===== src/rtl/atm_pkg.sv =====
// Shared types and default configuration for the ATM session controller.
// DEF_WD_LIMIT exists only when ATM_WD_LIMIT_EN is defined.
package atm_pkg;

   localparam int DEF_USERS_NUM    = 7;
   localparam int DEF_PSW_W        = 4;
   localparam int DEF_BAL_W        = 20;
   localparam int DEF_CARD_W       = 3;
   localparam int DEF_MAX_TRIES    = 3;
   localparam int DEF_TIMEOUT_CYC  = 15;
   localparam int DEF_INIT_BALANCE = 1000;
`ifdef ATM_WD_LIMIT_EN
   localparam int DEF_WD_LIMIT     = 5000;
`endif

   // Read-only PIN image, card 0 in the least significant nibble.
   localparam logic [DEF_USERS_NUM*DEF_PSW_W-1:0] DEF_PSW_IMAGE =
      {4'd1, 4'd12, 4'd7, 4'd2, 4'd13, 4'd8, 4'd3};

   typedef enum logic [1:0] {
      OP_WD   = 2'b00,
      OP_DEP  = 2'b01,
      OP_INQ  = 2'b10,
      OP_XFER = 2'b11
   } op_t;

   typedef enum logic [2:0] {
      ST_IDLE,
      ST_LANG,
      ST_PSW,
      ST_OP_SEL,
      ST_EXEC,
      ST_MORE,
      ST_EJECT
   } state_t;

endpackage


===== src/rtl/atm_timeout_cnt.sv =====
// Idle-cycle counter: expired_o rises on the TIMEOUT_CYC-th consecutive enabled cycle.
module atm_timeout_cnt #(
   parameter int TIMEOUT_CYC = 15
) (
   input  logic clk,
   input  logic rst,
   input  logic clear_i,
   input  logic enable_i,
   output logic expired_o
);

   localparam int CNT_W = $clog2(TIMEOUT_CYC + 1);

   logic [CNT_W-1:0] cnt_q, cnt_d;

   assign expired_o = enable_i && (cnt_q == CNT_W'(TIMEOUT_CYC - 1));

   always_comb begin
      cnt_d = cnt_q;
      if (clear_i) begin
         cnt_d = '0;
      end else if (enable_i && !expired_o) begin
         cnt_d = cnt_q + CNT_W'(1);
      end
   end

   always_ff @(posedge clk) begin
      if (rst) begin
         cnt_q <= '0;
      end else begin
         cnt_q <= cnt_d;
      end
   end

endmodule


===== src/rtl/atm_session_ctrl.sv =====
// ATM session controller: card/PIN check with lockout, withdraw/deposit/inquiry/transfer on a balance store.
// Define ATM_WD_LIMIT_EN to cap the per-session withdraw+transfer total at WD_LIMIT.
module atm_session_ctrl
   import atm_pkg::*;
#(
   parameter int USERS_NUM    = DEF_USERS_NUM,
   parameter int PSW_W        = DEF_PSW_W,
   parameter int BAL_W        = DEF_BAL_W,
   parameter int CARD_W       = DEF_CARD_W,
   parameter int MAX_TRIES    = DEF_MAX_TRIES,
   parameter int TIMEOUT_CYC  = DEF_TIMEOUT_CYC,
   parameter int INIT_BALANCE = DEF_INIT_BALANCE,
   parameter logic [USERS_NUM*PSW_W-1:0] PSW_IMAGE = DEF_PSW_IMAGE
`ifdef ATM_WD_LIMIT_EN
   , parameter int WD_LIMIT   = DEF_WD_LIMIT
`endif
) (
   input  logic              clk,
   input  logic              rst,
   input  logic              card_in,
   input  logic [CARD_W-1:0] card_number,
   input  logic [PSW_W-1:0]  password_input,
   input  logic              language,
   input  logic              op_valid,
   input  logic [1:0]        operation,
   input  logic [BAL_W-1:0]  value,
   input  logic [CARD_W-1:0] dest_card,
   input  logic              another_service,
   output logic              card_out,
   output logic              lang_sel,
   output logic [BAL_W-1:0]  updated_balance,
   output logic              op_done,
   output logic              error,
   output logic              wrong_psw,
   output logic              card_locked
);

   localparam int TRY_W  = $clog2(MAX_TRIES + 1);
   localparam int LOCK_N = 2 ** CARD_W;

   state_t            state_q, state_d;
   logic [CARD_W-1:0] src_q, src_d, dst_q, dst_d;
   op_t               op_q, op_d;
   logic [BAL_W-1:0]  val_q, val_d;
   logic [TRY_W-1:0]  tries_q, tries_d;
   logic [LOCK_N-1:0] lock_q, lock_d;
   logic              card_out_q, card_out_d, lang_q, lang_d;
   logic              op_done_q, op_done_d, err_q, err_d, wrong_q, wrong_d;
   logic [BAL_W-1:0]  upd_q, upd_d;
   logic [BAL_W-1:0]  bal_q [USERS_NUM];

   logic              card_ok, pin_ok, expired;
   logic [BAL_W-1:0]  src_bal, dst_bal, src_new, dst_new;
   logic [BAL_W:0]    dep_sum, xfer_sum;
   logic              dst_ok, fund_ok, limit_ok, exec_ok, src_we, dst_we;
   logic [USERS_NUM-1:0] acct_we;
   logic [BAL_W-1:0]  acct_wd [USERS_NUM];

   // Lock vector spans every encodable card so out-of-range numbers read as unlocked.
   assign card_ok  = (32'(card_number) < USERS_NUM) && !lock_q[card_number];
   assign pin_ok   = (password_input == PSW_IMAGE[int'(src_q)*PSW_W +: PSW_W]);
   assign src_bal  = bal_q[src_q];
   assign dst_bal  = bal_q[dst_q];
   assign dst_ok   = (32'(dst_q) < USERS_NUM) && (dst_q != src_q);
   assign fund_ok  = (val_q <= src_bal);
   assign dep_sum  = {1'b0, src_bal} + {1'b0, val_q};
   assign xfer_sum = {1'b0, dst_bal} + {1'b0, val_q};

`ifdef ATM_WD_LIMIT_EN
   logic [BAL_W:0]   total_q, total_d;
   logic [BAL_W+1:0] total_sum;
   assign total_sum = {1'b0, total_q} + {2'b00, val_q};
   assign limit_ok  = (total_sum <= (BAL_W+2)'(WD_LIMIT));
`else
   assign limit_ok  = 1'b1;
`endif

   always_comb begin
      exec_ok = 1'b0;
      src_new = src_bal;
      dst_new = dst_bal;
      case (op_q)
         OP_WD: begin
            exec_ok = fund_ok && limit_ok;
            src_new = src_bal - val_q;
         end
         OP_DEP: begin
            exec_ok = !dep_sum[BAL_W];
            src_new = dep_sum[BAL_W-1:0];
         end
         OP_INQ: exec_ok = 1'b1;
         OP_XFER: begin
            exec_ok = dst_ok && fund_ok && !xfer_sum[BAL_W] && limit_ok;
            src_new = src_bal - val_q;
            dst_new = xfer_sum[BAL_W-1:0];
         end
         default: exec_ok = 1'b0;
      endcase
   end

   assign src_we = (state_q == ST_EXEC) && exec_ok && (op_q != OP_INQ);
   assign dst_we = src_we && (op_q == OP_XFER);

   // A transfer writes source and destination in the same cycle; they never alias.
   genvar gi;
   for (gi = 0; gi < USERS_NUM; gi++) begin : g_acct
      logic hit_src, hit_dst;
      assign hit_src     = src_we && (src_q == CARD_W'(gi));
      assign hit_dst     = dst_we && (dst_q == CARD_W'(gi));
      assign acct_we[gi] = hit_src || hit_dst;
      assign acct_wd[gi] = hit_src ? src_new : dst_new;
   end

   always_ff @(posedge clk) begin
      if (rst) begin
         for (int i = 0; i < USERS_NUM; i++) bal_q[i] <= BAL_W'(INIT_BALANCE);
      end else begin
         for (int i = 0; i < USERS_NUM; i++) begin
            if (acct_we[i]) bal_q[i] <= acct_wd[i];
         end
      end
   end

   atm_timeout_cnt #(
      .TIMEOUT_CYC (TIMEOUT_CYC)
   ) u_timeout (
      .clk       (clk),
      .rst       (rst),
      .clear_i   (state_d != state_q),
      .enable_i  ((state_q == ST_PSW) || (state_q == ST_OP_SEL)),
      .expired_o (expired)
   );

   always_comb begin
      state_d    = state_q;
      src_d      = src_q;
      dst_d      = dst_q;
      op_d       = op_q;
      val_d      = val_q;
      tries_d    = tries_q;
      lock_d     = lock_q;
      card_out_d = card_out_q;
      lang_d     = lang_q;
      upd_d      = upd_q;
      op_done_d  = 1'b0;
      err_d      = 1'b0;
      wrong_d    = 1'b0;
`ifdef ATM_WD_LIMIT_EN
      total_d    = total_q;
`endif
      case (state_q)
         ST_IDLE: begin
            if (card_in) begin
               if (card_ok) begin
                  src_d      = card_number;
                  card_out_d = 1'b0;
                  state_d    = ST_LANG;
               end else begin
                  err_d = 1'b1;
               end
            end
         end
         ST_LANG: begin
            lang_d  = language;
            state_d = ST_PSW;
         end
         ST_PSW: begin
            if (pin_ok) begin
               tries_d = '0;
               state_d = ST_OP_SEL;
            end else begin
               wrong_d = 1'b1;
               tries_d = tries_q + TRY_W'(1);
               if (tries_d == TRY_W'(MAX_TRIES)) begin
                  lock_d[src_q] = 1'b1;
                  err_d         = 1'b1;
                  state_d       = ST_EJECT;
               end else if (expired) begin
                  err_d   = 1'b1;
                  state_d = ST_EJECT;
               end
            end
         end
         ST_OP_SEL: begin
            if (op_valid) begin
               op_d    = op_t'(operation);
               val_d   = value;
               dst_d   = dest_card;
               state_d = ST_EXEC;
            end else if (expired) begin
               err_d   = 1'b1;
               state_d = ST_EJECT;
            end
         end
         ST_EXEC: begin
            upd_d     = exec_ok ? src_new : src_bal;
            op_done_d = exec_ok;
            err_d     = !exec_ok;
`ifdef ATM_WD_LIMIT_EN
            if (exec_ok && ((op_q == OP_WD) || (op_q == OP_XFER))) total_d = total_sum[BAL_W:0];
`endif
            state_d   = ST_MORE;
         end
         ST_MORE: state_d = another_service ? ST_OP_SEL : ST_EJECT;
         ST_EJECT: begin
            card_out_d = 1'b1;
            tries_d    = '0;
`ifdef ATM_WD_LIMIT_EN
            total_d    = '0;
`endif
            state_d    = ST_IDLE;
         end
         default: state_d = ST_IDLE;
      endcase
   end

   always_ff @(posedge clk) begin
      if (rst) begin
         state_q    <= ST_IDLE;
         src_q      <= '0;
         dst_q      <= '0;
         op_q       <= OP_WD;
         val_q      <= '0;
         tries_q    <= '0;
         lock_q     <= '0;
         card_out_q <= 1'b1;
         lang_q     <= 1'b0;
         upd_q      <= '0;
         op_done_q  <= 1'b0;
         err_q      <= 1'b0;
         wrong_q    <= 1'b0;
`ifdef ATM_WD_LIMIT_EN
         total_q    <= '0;
`endif
      end else begin
         state_q    <= state_d;
         src_q      <= src_d;
         dst_q      <= dst_d;
         op_q       <= op_d;
         val_q      <= val_d;
         tries_q    <= tries_d;
         lock_q     <= lock_d;
         card_out_q <= card_out_d;
         lang_q     <= lang_d;
         upd_q      <= upd_d;
         op_done_q  <= op_done_d;
         err_q      <= err_d;
         wrong_q    <= wrong_d;
`ifdef ATM_WD_LIMIT_EN
         total_q    <= total_d;
`endif
      end
   end

   assign card_out        = card_out_q;
   assign lang_sel        = lang_q;
   assign updated_balance = upd_q;
   assign op_done         = op_done_q;
   assign error           = err_q;
   assign wrong_psw       = wrong_q;
   assign card_locked     = lock_q[card_number];

endmodule


===== config.mk =====
export PLATFORM = sky130hd
export DESIGN_NAME = atm_session_ctrl
export DESIGN_NICKNAME = d
export VERILOG_FILES = /design/src/rtl/atm_pkg.sv /design/src/rtl/atm_timeout_cnt.sv /design/src/rtl/atm_session_ctrl.sv
export SDC_FILE = /design/constraint.sdc
export NUM_CORES = 1
export LEC_CHECK = 0
export BUFFER_PORTS_ARGS = -buffer_cell sky130_fd_sc_hd__buf_2
export CAP_MARGIN = 20
export CORE_ASPECT_RATIO = 0.7
export CORE_MARGIN = 1
export CORE_UTILIZATION = 53
export DETAILED_ROUTE_END_ITERATION = 7
export HOLD_SLACK_MARGIN = 0.08
export MAX_ROUTING_LAYER = met4
export PLACE_DENSITY = 0.7
export SLEW_MARGIN = 40
export SYNTH_ARGS = -nofsm -noshare
export SYNTH_HDL_FRONTEND = slang
export SYNTH_HIERARCHICAL = 1
export SYNTH_SLANG_ARGS = --single-unit

===== constraint.sdc =====
create_clock -name clk -period 6.05 [get_ports clk]
set_input_delay 0.3025 -clock clk [delete_from_list [all_inputs] [get_ports clk]]
set_output_delay 0.3025 -clock clk [all_outputs]
set_load 0.02 [all_outputs]

# Word level (Yosys, flattened, before mapping)
# Memory sizes are Yosys's and may differ from the RTL's. A register that Yosys moved wholly into a read port is not among the register bits.
# Index checks and enable logic that the tools add are counted.
# totals
ff_bits,70
mem_bits_rw,140
input_bits,38
output_inout_bits,26
wordCells,188
memories,1
# op_classes
addsub,5
n_lt_le_gt_ge,6
eq_ne,29
shift,1
mux,70
bitwise,11
reduce_logical,51
# mem_list
name,words,width,read_ports,rd_ports_with_merged_regs,wr,line_no,source
bal_q,7,20,2,2,7,atm_session_ctrl.sv:50,logic [BAL_W-1:0] bal_q [USERS_NUM];
# ops
op,count
20-bit two-way mux,16
20-bit by 20-bit adder with 21-bit output,2
20-bit one-hot mux with 2 select lines,1
1-bit two-way mux,34
3-bit two-way mux,11
"28-bit by 6-bit variable part select with 4-bit output, first input constant",1
"3-bit equality test, second input constant",9
1-bit logical AND,24
20-bit <= comparator,1
20-bit subtractor,1
"3-bit by 2-bit equality test with 1-bit output, second input constant",6
3-bit one-hot mux with 6 select lines,1
"3-bit by 1-bit equality test with 1-bit output, second input constant",3
3-bit zero test,3
3-bit AND reduction,3
1-bit logical OR,8
"3-bit by 4-bit less-than comparator with 1-bit output, second input constant",2
8-bit OR,1
1-bit one-hot mux with 4 select lines,2
2-bit OR reduction,4
1-bit OR,7
"2-bit equality test, second input constant",3
"3-bit less-than comparator, second input constant",2
"2-bit inequality test, second input constant",3
other kinds (17),25

# Depth between registers and ports, before layout
# Gate-level depths: netlist (run 1).
# depth
depth_word,14
depth_mapped,22
ltp_nobuf,16

# By module
# The synthesis (run 1) kept the hierarchy.
# modules_own_cells
module,instances,cells_per_inst,area_each_um2,seq_area_each_um2
atm_session_ctrl,1,1722,15539.9,5645.4
atm_timeout_cnt,1,23,216.5,80.1

# Least setup slack after synthesis (run 1)
# Ideal clock, no wire load.
# synth_timing
path_type,reg-to-reg
start,register (tool-made name)
end,"memory bal_q[6][0] (netlist name), enable pin"
arrival_ns,4.829
t_required_ns,5.597
setup_slack_ns,0.768
path_stages_with_launch,22
n_path_buf,7
synth_period_minus_slack_ns,5.282
path_cell_list,dfxtp_1 > clkbuf_1 > buf_2 > buf_2 > buf_2 > mux2i_1 > o21ai_0 > mux2_2 > ha_1 > inv_1 > fa_1 > nand2b_1 > a21oi_2 > a2111oi_4 > o31ai_1 > a31o_1 > o22ai_1 > buf_2 > nand4_1 > buf_2 > buf_2 > nand3_1
# synth_rtl
element,line_no
end: declaration,atm_session_ctrl.sv:50

==> results of run 1 <==
## what timing repair did
| action | CTS | global route |
|---|---|---|
| resized for setup | 0 | 0 |
| setup buffers | 0 | 0 |
| endpoints found under the hold margin | 29 | 0 |
| hold buffers | 26 | 0 |
## critical path: stages, from the launching register on
cell	delay (ps)
dfxtp_2	540
buf_4	370
mux4_2	550
mux2_2	370
ha_1	450
nor3_1	430
o311ai_2	210
a31oi_1	520
o21ba_1	220
o211a_1	180
o22a_1	590
nor4_1	190
or3_1	510
buf_4	310
## sequential cells by signal (all words and copies together) (netlist names), 2 cells and up, named ones only
register         cells
bal_q              140
dst_q                3
lock_q               8
op_q                 2
src_q                3
state_q              3
tries_q              2
u_timeout/cnt_q      4
updated_balance     20
val_q               20
## area by class of cell
class                           count  area (um2)
Clock inverter                      9        91.3
Multi-Input combinational cell   1349        9360
Inverter                           59         221
Fill cell                        2488       11500
Sequential cell                   216        5730
Clock buffer                       35         693
Timing Repair Buffer              150        1050
Tap cell                          378         473
## kinds of logic (layout without fill, tap and decap cells)
family / Yosys count / count (layout)
compound gates: 459 / 459
xor+xnor: 34 / 34
fa+ha+maj: 74 / 74
buf+inv: 180 / 253
flops: 216 / 216
mux: 162 / 162
simple gates: 620 / 620
## cells in the final DEF (no fill, tap or decap), types with 13 or more instances in the layout
cell	netlist	final
o21ai_0	96	96
o31ai_1	13	13
buf_4	3	61
dfxtp_1	76	72
buf_2	34	62
o21bai_1	14	14
nand2b_1	19	19
edfxtp_1	140	140
a21oi_1	123	119
dlygate4sd3_1	0	26
mux4_2	42	42
a211oi_1	46	46
clkbuf_16	0	24
mux2_2	54	54
nor3_1	46	46
nor2_1	199	198
ha_1	71	71
xor2_1	13	13
inv_1	59	59
a21o_1	23	23
mux2i_1	66	64
nor2b_1	15	15
a31oi_1	19	17
xnor2_1	21	21
nand2_1	211	211
or3_1	13	13
nand3_1	33	32
## stage by stage
stage / power [mW] / instance area (um2) / std cells / utilization (%)
2_1_floorplan: 2.21 / 15800 / 1745 / -
3_3_place_gp: 2.51 / 16500 / 2125 / 56.8
3_5_place_dp: 2.53 / 16600 / 2126 / 56.9
4_1_cts: 4.00 / 17600 / 2196 / 60.5
5_1_grt: 4.14 / 17600 / 2196 / 60.6
6_report: 4.03 / 17600 / 2196 / 60.6
## report_power, final
group | switching [mW] | internal, mW | total [mW]
logic | 0.594 | 0.301 | 0.895
clock network | 0.641 | 0.843 | 1.48
registers | 0.0496 | 1.61 | 1.66
## how the worst min path moves through the flow
stage                             startpoint            endpoint  depth (start not counted)
final                         card_number[1]                flop                          3
after global routing                op_valid          state_q[1]                          3
after CTS                     card_number[1]                flop                          3
after detailed placement  updated_balance[3]  updated_balance[3]                          2
after global placement    updated_balance[3]  updated_balance[3]                          2
after floorplan                          rst  u_timeout/cnt_q[3]                          1
## routing by layer
metal	part of all wire, %	wire length, um	global-route usage, %	up-vias
li1	-	-	-	6547
met1	42	23900	53.6	6988
met2	40	22900	51.6	1012
met3	14	7720	10.6	142
met4	3.6	2050	12.9	0
met5	0	0	-	-
==> impl_metrics.yaml, run 1 <==
status:
  status: "finished, final reports clean"
global_routing:
  antenna_found_initial: 0
  grt_max_degree: 74
  grt_pass1_wl_um: 84400
  grt_pass1_vias: 13700
  grt.overflow.total: 0
  grt_usage_pct: 37.9
sta:
  finalSetupViolations: 0
  rsz0062_at_grt: "no"
  min_period_ps: 5780
  relSlewSlack_pct: 40.3
  hold_viol_final: 0
  timing.final.ws_setup_ps: 266
  worst_pin_slew_ps: 895
  fin_crit_sh_pct: 95.6
  final_max_slew_viol_count: 0
  fmaxAchievable_mhz: 173
  setup-tns-final_ps: 0
  hold-worst-slack_ps: 127
  skew_ps: 33.7
clocking:
  clk_latency_ps: 560
  clk_pin_slew_worst_paths_ps: 70
  clock-sinks: 216
  htreeDepth: 1
  cts_buffers: 24
  tritoncts: "built"
  cts_max_path_buffers: 3
  cts_root_buffer: "clkbuf_16"
drt:
  dr.first_iter.drc_count: 1871
  ant_nets: 0
  dr.pass1.iters: 8
  post-route-drc-count: 0
  viasPerCell: 6.69
  totalWireLength_um: 56600
  wl_per_cell_um: 25.8
  num_vias: 14700
setup_path:
  r2r_slack_ps: 270
  reg2reg_depth: 13
  critPathRequiredTime_ps: 6310
  crit_end: "bal_q[4][3]"
  cp_max_fo: 15
  end_kind: "flop"
  crit_path_start_kind: "flop"
  r2r_end: "bal_q[4][3]"
  arrival_ps: 6040
  timing_worst_setup_path_type: "flop to flop"
synthesis:
  synth-simple-area-share_pct: 18.0
  syn_area_per_cell_um2: 9.03
  synth_xor_area_share_pct: 1.89
  async_flop_share_pct: 0
  synth_top_family_by_area: "compound AO/OA/AOI/OAI gates"
  synth_flop_cell: "edfxtp_1"
  synth_area_leaders: "edfxtp_1, dfxtp_1, mux4_2, ha_1, nand2_1"
  ys_ff_latch: 216
  synth_adder_area_share_pct: 6.02
  yosysMostFrequentCell: "nand2_1"
  synth_seq_area_share_pct: 36.3
  synth_common_cells: "nand2_1, nor2_1, edfxtp_1"
  muxShareOfSynthArea_pct: 14.1
  syn_nets: 1857
  netlist_area_mm2: 0.0158
  synth_compound_area_share_pct: 19.1
  synth-edff-count: 140
  yosysWarnings: 6
  synth_cell_types: 89
  synth_top_area_share_pct: 26.7
  synth_top_area_cell: "edfxtp_1"
  synthCells: 1745
die:
  die-width_um: 208
  die_h_um: 146
  start_util_pct: 54.2
  core_area_mm2: 0.0291
  ioPinCount: 64
  die_area_mm2: 0.0304
  fp-row-count: 52
placement:
  hpwl_um: 40600
  port_buffers: 63
  pre_cts_slack_ps: 513
  gp_congestion: 1.02
layout:
  layout.nets: 1912
  syn_to_final_growth_pct: 11.8
  antennaDiodeCount: 0
  drive_gt1_share_pct: 16.9
pwr:
  pwr_density_cell_mw_per_mm2: 229
  peakVddDrop_mv: 0.183
  p_leak_nw: 6.26
worst_hold_path:
  hp-class: "input port to flop"
job:
  maxCapViolCount: 0
(Power assumes the default switching activity.)
==> run 2, diff against run 1 <==
--- a/config.mk
+++ b/config.mk
@@ -5,10 +5,11 @@
 export SDC_FILE = /design/constraint.sdc
 export NUM_CORES = 1
 export LEC_CHECK = 0
+export ABC_AREA = 1
 export BUFFER_PORTS_ARGS = -buffer_cell sky130_fd_sc_hd__buf_2
 export CAP_MARGIN = 20
 export CORE_ASPECT_RATIO = 0.7
-export CORE_MARGIN = 1
+export CORE_MARGIN = 5
 export CORE_UTILIZATION = 53
 export DETAILED_ROUTE_END_ITERATION = 7
 export HOLD_SLACK_MARGIN = 0.08
==> run 2 against run 1 <==
Compared with the run above:
- first-iteration DRC count is 44% higher
- wire length grew 11%
- global-route usage fell by 3.2 points
- clock skew down 20 ps
- register-to-register slack improved by 630 ps
- flip-flop and latch count stayed put
- die area up 19%
- critical path depth rose by 9
- clock power up 5%
- core utilization down 2.5 points
- maximum frequency is 12% higher
- largest power group is now combinational cells
==> impl_metrics.yaml, run 2 <==
synthesis:
  synth_top_area_share_pct: 24.5
  syn_area_per_cell_um2: 6.55
  synth_flop_cell: "edfxtp_1"
  syn_nets: 2739
  synth_seq_area_share_pct: 33.3
  yosysWarnings: 6
  synth-edff-count: 140
  async_flop_share_pct: 0
  ys_ff_latch: 216
  netlist_area_mm2: 0.0172
  synth_common_cells: "nand2_1, nor2_1, o21ai_0"
  synth_cell_types: 57
  yosysMostFrequentCell: "nand2_1"
  synth_top_area_cell: "edfxtp_1"
  synth_area_leaders: "edfxtp_1, nand2_1, nor2_1, dfxtp_1, o21ai_0"
  synthCells: 2627
drt:
  ant_nets: 0
  post-route-drc-count: 0
  viasPerCell: 5.84
  dr.pass1.iters: 7
  wl_per_cell_um: 20.5
  dr.first_iter.drc_count: 2696
  totalWireLength_um: 63100
  num_vias: 18000
clocking:
  tritoncts: "built"
  cts_max_path_buffers: 3
  clk_pin_slew_worst_paths_ps: 60
  cts_root_buffer: "clkbuf_16"
  cts_buffers: 25
  clock-sinks: 216
  clk_latency_ps: 550
  htreeDepth: 1
  post_cts_resized: 0
global_routing:
  antenna_found_initial: 0
  grt_max_degree: 81
  grt_pass1_wl_um: 95800
  grt_pass1_vias: 15900
  grt.overflow.total: 0
  grt_usage_pct: 34.8
die:
  core_area_mm2: 0.0321
  fp-row-count: 55
  ioPinCount: 64
  start_util_pct: 53.5
  die_area_mm2: 0.0362
  die-width_um: 225
  die_h_um: 161
job:
  maxCapViolCount: 0
placement:
  port_buffers: 63
  dp_cells: 3017
  hpwl_um: 46900
  gp_congestion: 1.05
sta:
  hold_viol_final: 0
  finalSetupViolations: 0
  setup-tns-final_ps: 0
  relSlewSlack_pct: 42.2
  fmaxAchievable_mhz: 194
  rsz0062_at_grt: "no"
  skew_ps: 13.3
  worst_pin_slew_ps: 861
  final_max_slew_viol_count: 0
  fin_crit_sh_pct: 85.2
  min_period_ps: 5150
layout:
  largest_reg_flops: 140
  antennaDiodeCount: 0
  final_util_pct: 58.1
  layout.nets: 2747
  fin_cells: 3080
  syn_to_final_growth_pct: 8.63
  final_common_cell: "nand2_1"
  most-common-layout-cells: "nand2_1, nor2_1, o21ai_0"
  top_register: "bal_q"
  drive_gt1_share_pct: 9.05
pwr:
  pwr_density_cell_mw_per_mm2: 262
  peakVddDrop_mv: 0.267
  p_leak_nw: 8.64
setup_path:
  timing_worst_setup_path_type: "flop to flop"
  r2r_slack_ps: 900
  r2r_end: "bal_q[6][16]"
  cp_max_fo: 80
  crit_path_start_kind: "flop"
  critPathRequiredTime_ps: 6330
  arrival_ps: 5430
  end_kind: "flop"
  reg2reg_depth: 22
worst_hold_path:
  hp-class: "input port to flop"
  hp-start: "dest_card[1]"
  hold_depth: 3
status:
  status: "finished, final reports clean"
## run 2: cell types whose count changed after synthesis, moves of 65 or more
| cell | before | now |
|---|---|---|
| nand2_1 | 211 | 611 |
| nor2_1 | 199 | 455 |
| inv_1 | 59 | 286 |
| o21ai_0 | 96 | 302 |
| nand3_1 | 33 | 161 |
| mux2i_1 | 66 | 1 |
## run 2: worst max-delay path, cell delays in order (launching register included)
cell,delay [ps]
dfxtp_2,330
buf_4,640
nand2_1,110
o21ai_0,90
o21ai_0,90
o21ai_0,370
ha_1,280
inv_1,90
fa_1,410
o21ai_1,360
nand2_1,110
nand3_1,180
nand3_1,100
nand2_1,120
nand2_1,90
nand2_2,120
nand2_8,120
nand2_2,200
inv_2,190
nand3_1,120
buf_4,290
o211ai_1,130
buf_4,250
## run 2: stage by stage
stage | cell area, um2 | setup WS [ps] | power [mW] | hold WS, ps
after floorplan | 17200 | 1770 | 2.77 | 426
after global placement | 17700 | 848 | 3.30 | 434
after detailed placement | 17700 | 1100 | 3.30 | 439
after CTS | 18700 | 1070 | 4.84 | 93.0
after global routing | 18700 | 613 | 5.10 | 124
final | 18700 | 896 | 4.89 | 107
## run 2: area by class of cell
cell class	count	area, um2
fillers	3099	13500
clock inverters	16	168
well taps	427	534
flip-flops and latches	216	5730
clock buffers	29	641
repair buffers	115	763
inverters	312	1170
multi-input cells	1965	9670
## run 2: metal layers
layer / vias to the layer above / global-route usage (%) / share of wire [%]
met1: 8226 / 52.7 / 45
met3: 105 / 5.57 / 11
met5: - / - / 0
met2: 1067 / 49.3 / 42
li1: 8584 / - / -
met4: 0 / 6.65 / 2.2
## run 2: worst max path at each step
stage	depth (start not counted)	slack, ps	start	end
after floorplan	18	1770	flop	bal_q[6][0]
final	22	900	flop	bal_q[6][16]
after global routing	22	610	flop	bal_q[6][16]
after detailed placement	22	1100	flop	bal_q[6][18]
after global placement	23	850	flop	bal_q[6][16]
after CTS	22	1070	flop	bal_q[6][16]
## run 2: repair_timing
action                                 4_1_cts  5_1_grt
endpoints found under the hold margin       17        0
buffers inserted                             0        0
hold buffers                                18        0
## run 2: cells by family after synthesis
group,count (synthesis),share of synthesized area (%)
AOI/OAI and AO/OA,543,17.4
xor gates and xnor gates,16,0.815
adders and majority gates,74,5.52
buffers and inverters,446,10.6
DFF,216,33.3
muxes,1,0.0582
and+or+nand+nor,1331,32.4
## run 2: power breakdown
group	switching [mW]	internal [mW]
Combinational	1.26	0.435
Clock	0.657	0.889
Sequential	0.0381	1.61
Total	1.95	2.94
